**config.mk**
```make
export PLATFORM = sky130hd
export DESIGN_NAME = apu_control_n
export DESIGN_NICKNAME = d
export VERILOG_FILES = /design/src/rtl/apu_pkg.sv /design/src/rtl/apu_frame_seq.sv /design/src/rtl/apu_control_n.sv
export SDC_FILE = /design/constraint.sdc
export NUM_CORES = 1
export LEC_CHECK = 0
export ABC_AREA = 1
export CAP_MARGIN = 40
export CORE_MARGIN = 2
export CORE_UTILIZATION = 41
export DETAILED_ROUTE_END_ITERATION = 10
export PLACE_DENSITY = 0.82
export SYNTH_ARGS = -nofsm -noshare
export SYNTH_HDL_FRONTEND = slang
export SYNTH_SLANG_ARGS = --single-unit
export TNS_END_PERCENT = 100
```
**constraint.sdc**
```tcl
create_clock -name apuv_4mhz -period 1.3 [get_ports apuv_4mhz]
set_input_delay 0.39 -clock apuv_4mhz [delete_from_list [all_inputs] [get_ports apuv_4mhz]]
set_output_delay 0.39 -clock apuv_4mhz [all_outputs]
set_load 0.01 [all_outputs]
```
**src/rtl/apu_pkg.sv**
```systemverilog
// Shared constants for the APU master control block: register indices,
// the power bit position and the frame-sequencer step decode masks.
package apu_pkg;

  localparam logic [1:0] REG_VOL  = 2'd0;
  localparam logic [1:0] REG_PANL = 2'd1;
  localparam logic [1:0] REG_PANR = 2'd2;
  localparam logic [1:0] REG_CTL  = 2'd3;

  localparam int CTL_POWER_BIT = 7;

  // Bit s of each mask is set when that tick fires at sequencer step s.
  localparam logic [7:0] LEN_STEPS   = 8'b0101_0101;
  localparam logic [7:0] SWEEP_STEPS = 8'b0100_0100;
  localparam logic [7:0] ENV_STEPS   = 8'b1000_0000;

endpackage

```
**src/rtl/apu_frame_seq.sv**
```systemverilog
// Frame sequencer: selects the frame tick source, steps an 8-state
// sequence and emits one-cycle registered length/sweep/envelope pulses.
module apu_frame_seq
  import apu_pkg::*;
#(
  parameter int FAST_DIV = 16
) (
  input  logic clk,
  input  logic nreset2,
  input  logic power,
  input  logic clear,
  input  logic tick_512,
  input  logic t1_nt2,
  output logic len_tick,
  output logic sweep_tick,
  output logic env_tick
);

  localparam int CW = $clog2(FAST_DIV);

  logic [CW-1:0] fast_cnt;
  logic [2:0]    step;
  logic          ftick;

  // The fast counter wraps on its all-ones value since FAST_DIV is a power of 2.
  assign ftick = power & (t1_nt2 ? (fast_cnt == {CW{1'b1}}) : tick_512);

  always_ff @(posedge clk) begin
    if (!nreset2 || clear) begin
      fast_cnt   <= '0;
      step       <= 3'd0;
      len_tick   <= 1'b0;
      sweep_tick <= 1'b0;
      env_tick   <= 1'b0;
    end else begin
      if (power) fast_cnt <= fast_cnt + 1'b1;
      len_tick   <= ftick & LEN_STEPS[step];
      sweep_tick <= ftick & SWEEP_STEPS[step];
      env_tick   <= ftick & ENV_STEPS[step];
      if (ftick) step <= step + 3'd1;
    end
  end

endmodule

```
**src/rtl/apu_control_n.sv**
```systemverilog
// APU master control: volume, L/R routing and power registers for NCH
// channels, clock-enable generation and the frame sequencer.
module apu_control_n
  import apu_pkg::*;
#(
  parameter int NCH      = 4,
  parameter int FAST_DIV = 16
) (
  input  logic           apuv_4mhz,
  input  logic           nreset2,
  input  logic [1:0]     addr,
  input  logic           wr,
  input  logic           rd,
  input  logic [7:0]     din,
  output logic [7:0]     dout,
  output logic           dout_oe,
  input  logic           tick_512,
  input  logic           t1_nt2,
  input  logic [NCH-1:0] ch_active,
  output logic           apu_reset,
  output logic           ce_2mhz,
  output logic           ce_1mhz,
  output logic           len_tick,
  output logic           sweep_tick,
  output logic           env_tick,
  output logic [NCH-1:0] lmixer,
  output logic [NCH-1:0] rmixer,
  output logic [2:0]     lvol,
  output logic [2:0]     rvol,
  output logic           vin_l,
  output logic           vin_r
);

  logic           power;
  logic           power_next;
  logic [7:0]     vol;
  logic [NCH-1:0] panl;
  logic [NCH-1:0] panr;
  logic [1:0]     phase;
  logic [7:0]     panl_rd;
  logic [7:0]     panr_rd;
  logic [7:0]     ctl_rd;

  assign power_next = (wr && addr == REG_CTL) ? din[CTL_POWER_BIT] : power;

  // Powering off clears every register in the block on the same edge.
  always_ff @(posedge apuv_4mhz) begin
    if (!nreset2) begin
      power <= 1'b0;
      vol   <= 8'h00;
      panl  <= '0;
      panr  <= '0;
      phase <= 2'd0;
    end else begin
      power <= power_next;
      if (!power_next) begin
        vol   <= 8'h00;
        panl  <= '0;
        panr  <= '0;
        phase <= 2'd0;
      end else begin
        if (power) phase <= phase + 2'd1;
        if (power && wr) begin
          case (addr)
            REG_VOL:  vol  <= din;
            REG_PANL: panl <= din[NCH-1:0];
            REG_PANR: panr <= din[NCH-1:0];
            default:  ;
          endcase
        end
      end
    end
  end

  apu_frame_seq #(
    .FAST_DIV (FAST_DIV)
  ) u_frame_seq (
    .clk        (apuv_4mhz),
    .nreset2    (nreset2),
    .power      (power),
    .clear      (~power_next),
    .tick_512   (tick_512),
    .t1_nt2     (t1_nt2),
    .len_tick   (len_tick),
    .sweep_tick (sweep_tick),
    .env_tick   (env_tick)
  );

  assign apu_reset = ~power;
  assign ce_2mhz   = power & phase[0];
  assign ce_1mhz   = power & (phase == 2'd3);
  assign lmixer    = panl;
  assign rmixer    = panr;
  assign vin_l     = vol[7];
  assign lvol      = vol[6:4];
  assign vin_r     = vol[3];
  assign rvol      = vol[2:0];
  assign dout_oe   = rd;

  // Unused upper bits of the pan and control registers read back as ones.
  always_comb begin
    panl_rd                = 8'hFF;
    panl_rd[NCH-1:0]       = panl;
    panr_rd                = 8'hFF;
    panr_rd[NCH-1:0]       = panr;
    ctl_rd                 = 8'h7F;
    ctl_rd[CTL_POWER_BIT]  = power;
    ctl_rd[NCH-1:0]        = ch_active & {NCH{power}};
  end

  always_comb begin
    dout = 8'h00;
    case (addr)
      REG_VOL:  dout = vol;
      REG_PANL: dout = panl_rd;
      REG_PANR: dout = panr_rd;
      default:  dout = ctl_rd;
    endcase
  end

endmodule

```
==> results by group <==
Timing
  • Max Clock Freq: about 0.64 GHz
  • Slew Viols, Final: 0
  • # setup viols final: 34
  • Final setup margin: -264 ps
  • Crit share post-route: 1.20
  • Final Skew: between 3 and 4 ps
  • Unrepaired setup endpoints after global routing: true
  • Least-Margin Pin Slew: 345 ps
  • Fin crit period: between 1500 and 2000 ps
  • Fin. Hold Viols: 0
  • Slew HR: 0.770
  • Worst hold slack: 432 ps

Floorplan
  • Die Area: between 0.004 and 0.005 sq mm
  • Core footprint: 0.00363 sq mm
  • Die X: ~65 um
  • Top Ports: 51
  • Initial core utilization: 0.424
  • Die Height: roughly 65 um
  • FP Rows: 22

Clock network
  • Hold_buf cts: 0
  • Root Buffer: clkbuf_8
  • Sink Count: 32
  • Max Root-Sink Buffers: 2
  • Clock Latency Late Sink: ~280 ps
  • H-tree depth: 2
  • CTS tree: done
  • CTS buffer count: 5
  • Clk pin slew, worst setup/hold paths: 60 ps

Logic synthesis
  • Synthesized area per cell: about 6.9 sq um
  • Synth Instances: between 200 and 250
  • Synth top area share: 0.416
  • Synth warn: 0
  • Synth unique cells: 22
  • Mapped cell area: between 0.0015 and 0.002 sq mm
  • Syn_nets: approximately 250
  • Post-synthesis sequential element count: 32
  • Area leader, netlist: dfxtp_1
  • Top post-synthesis cells by area: dfxtp_1 42%, nand2_1 19%, inv_1 7.8%
  • Register area share after synthesis: 0.416

Global routing
  • Number of global-route vias before repair: around 1700
  • GRT Util Overall: 0.240
  • Antenna violations before repair: 0
  • Global-route wire length before repair: a little under 8 mm
  • GRT overflow: 0
  • Pin count of the biggest net entering global routing: 17

Critical path
  • CP Max Fanout: 6
  • Worst path slowest cell: ha_4
  • Worst setup EP type: output port
  • Crit path cell chain: buf_12 -> inv_6 -> ha_4 -> buf_6 -> nand2_4 -> nand3_2 -> nand2_1 -> nand2_2 -> buf_6
  • Worst path max stage delay: approximately 180 ps
  • Most used cell, CP: buf_6
  • Delay-heaviest family, CP: buffers and inverters
  • Setup Crit Path Kind: primary input to output port
  • CP bufs+invs: 4
  • Crit path DAT: around 1200 ps
  • CP Launch Type: primary input
  • Data required, critical path: roughly 900 ps

Layout
  • Layout cells sized above 1: 0.543
  • Area grow syn2layout: 80.0%
  • Commonest non-fill, non-tap cells in the layout: 51 x nand2_1, 32 x buf_4
  • Finished Cell Area: roughly 0.0028 sq mm
  • Storage element area: 661 sq um
  • Commonest non-fill, non-tap cell in the layout: nand2_1
  • Nets: 340
  • Multi-input logic area: a little under 0.001 sq mm
  • Diodes inserted: 0
  • Fillers: 237

Pwr
  • Leak Pwr: ~1.6 nW
  • Power per cell area: 749 mW/mm^2
  • Maximum resistive drop on vdd: 0.552 mV

Place
  • Hpwl dp: 2.86 mm
  • Port Buffer Count: 48
  • Place WS: -1170 ps
  • Dpl cell area: ~0.0023 sq mm
  • Placer congestion estimate: roughly 0.88

Routing
  • Final WL: approximately 5.7 mm
  • Final ANT Viol Nets: 0
  • DR WL/cell: 15.7 um
  • DR DRC count: 0
  • DR vias/cell: around 5.1
  • 1st-iter DRT viols: about 130
  • Via count: about 1800
  • First drt pass iteration count: 4

Run
  • Max Cap Violations: 0

Outcome
  • Status: complete, but fails checks
  • Failing checks: setup timing

Hold path
  • Hold WC Path Type: flip-flop to flip-flop
==> area by class of cell <==
| type | instances | area share |
|---|---|---|
| clock inverters | 1 | 0.00180 |
| repair buffers | 92 | 0.301 |
| inverters | 36 | 0.0577 |
| multi-input cells | 146 | 0.353 |
| clock buffers | 6 | 0.0261 |
| flip-flops and latches | 32 | 0.238 |
| well taps | 48 | 0.0216 |
==> final timing paths <==
path	slack [ps]	startpoint	cells after the start	end
hold / removal	430	flip-flop	2	u_frame_seq.len_tick
hold reg to reg	430	flip-flop	2	u_frame_seq.len_tick
setup / recovery	-260	addr[1]	9	dout[1]
setup reg to reg	-90	power	8	flip-flop
==> cells by family after synthesis <==
logic type / after synthesis / share of synthesized area
flops: 32 / 0.416
fa+ha+maj: 7 / 0.0568
buf+inv: 44 / 0.125
simple gates: 113 / 0.307
xor+xnor: 3 / 0.0170
compound gates: 23 / 0.0787
==> cells in the mapped netlist <==
library cell	instances
a21oi_1	3
a22oi_1	1
buf_2	1
buf_4	5
buf_6	1
clkbuf_1	1
clkinv_1	1
dfxtp_1	32
ha_1	7
inv_1	32
inv_2	3
nand2_1	79
nand2_2	2
nand3_1	16
nand3_2	1
nor2_1	12
nor2_2	1
nor2_4	2
o21ai_0	15
o21ai_1	3
o21ai_2	1
xor2_1	3
==> sequential cells by signal, summed over array words and instances (netlist names), named ones only <==
name	cells
u_frame_seq.step	3
rmixer	4
lmixer	4
u_frame_seq.sweep_tick	1
power	1
vol	8
phase	2
u_frame_seq.env_tick	1
u_frame_seq.fast_cnt	4
u_frame_seq.len_tick	1
==> per-layer routing <==
| metal | GRT usage | vias to the layer above | part of all wire |
|---|---|---|---|
| met5 | 0 | - | 0 |
| met4 | 0.0938 | 0 | 0.034 |
| met3 | 0.0582 | 22 | 0.070 |
| met2 | 0.403 | 90 | 0.51 |
| met1 | 0.296 | 860 | 0.39 |
| li1 | - | 854 | - |
==> where the power goes <==
part	total (mW)	leakage, nW	switching (mW)	internal, mW
Clock	0.724	0.0410	0.360	0.363
Combinational	0.368	1.24	0.177	0.191
Sequential	0.987	0.266	0.00329	0.984
==> metrics by stage <==
stage               TNS, ps  power [mW]  instances   util
floorplan              -452        1.12        222      -
global placement     -34300        1.24        336  0.626
detailed placement   -35240        1.25        336  0.626
CTS                   -4430        1.98        355  0.686
global route          -4230        2.16        361  0.764
finish                -3680        2.08        361  0.764
==> timing repair <==
item                       in CTS  in global routing
setup endpoints to repair      62                 46
pin swaps                      19                  9
cloned                          1                  0
gates resized for setup       178                 87
setup buffers                  11                  8
==> worst reg2reg max path, cell delays in order, from the launching register on <==
cell	delay (ps)
dfxtp_2	370
buf_6	130
buf_4	150
o21ai_4	80
nor2_4	150
buf_12	150
buf_8	120
nand3_2	70
nor2_1	120
No activity file was read; power rests on OpenSTA's default activity.
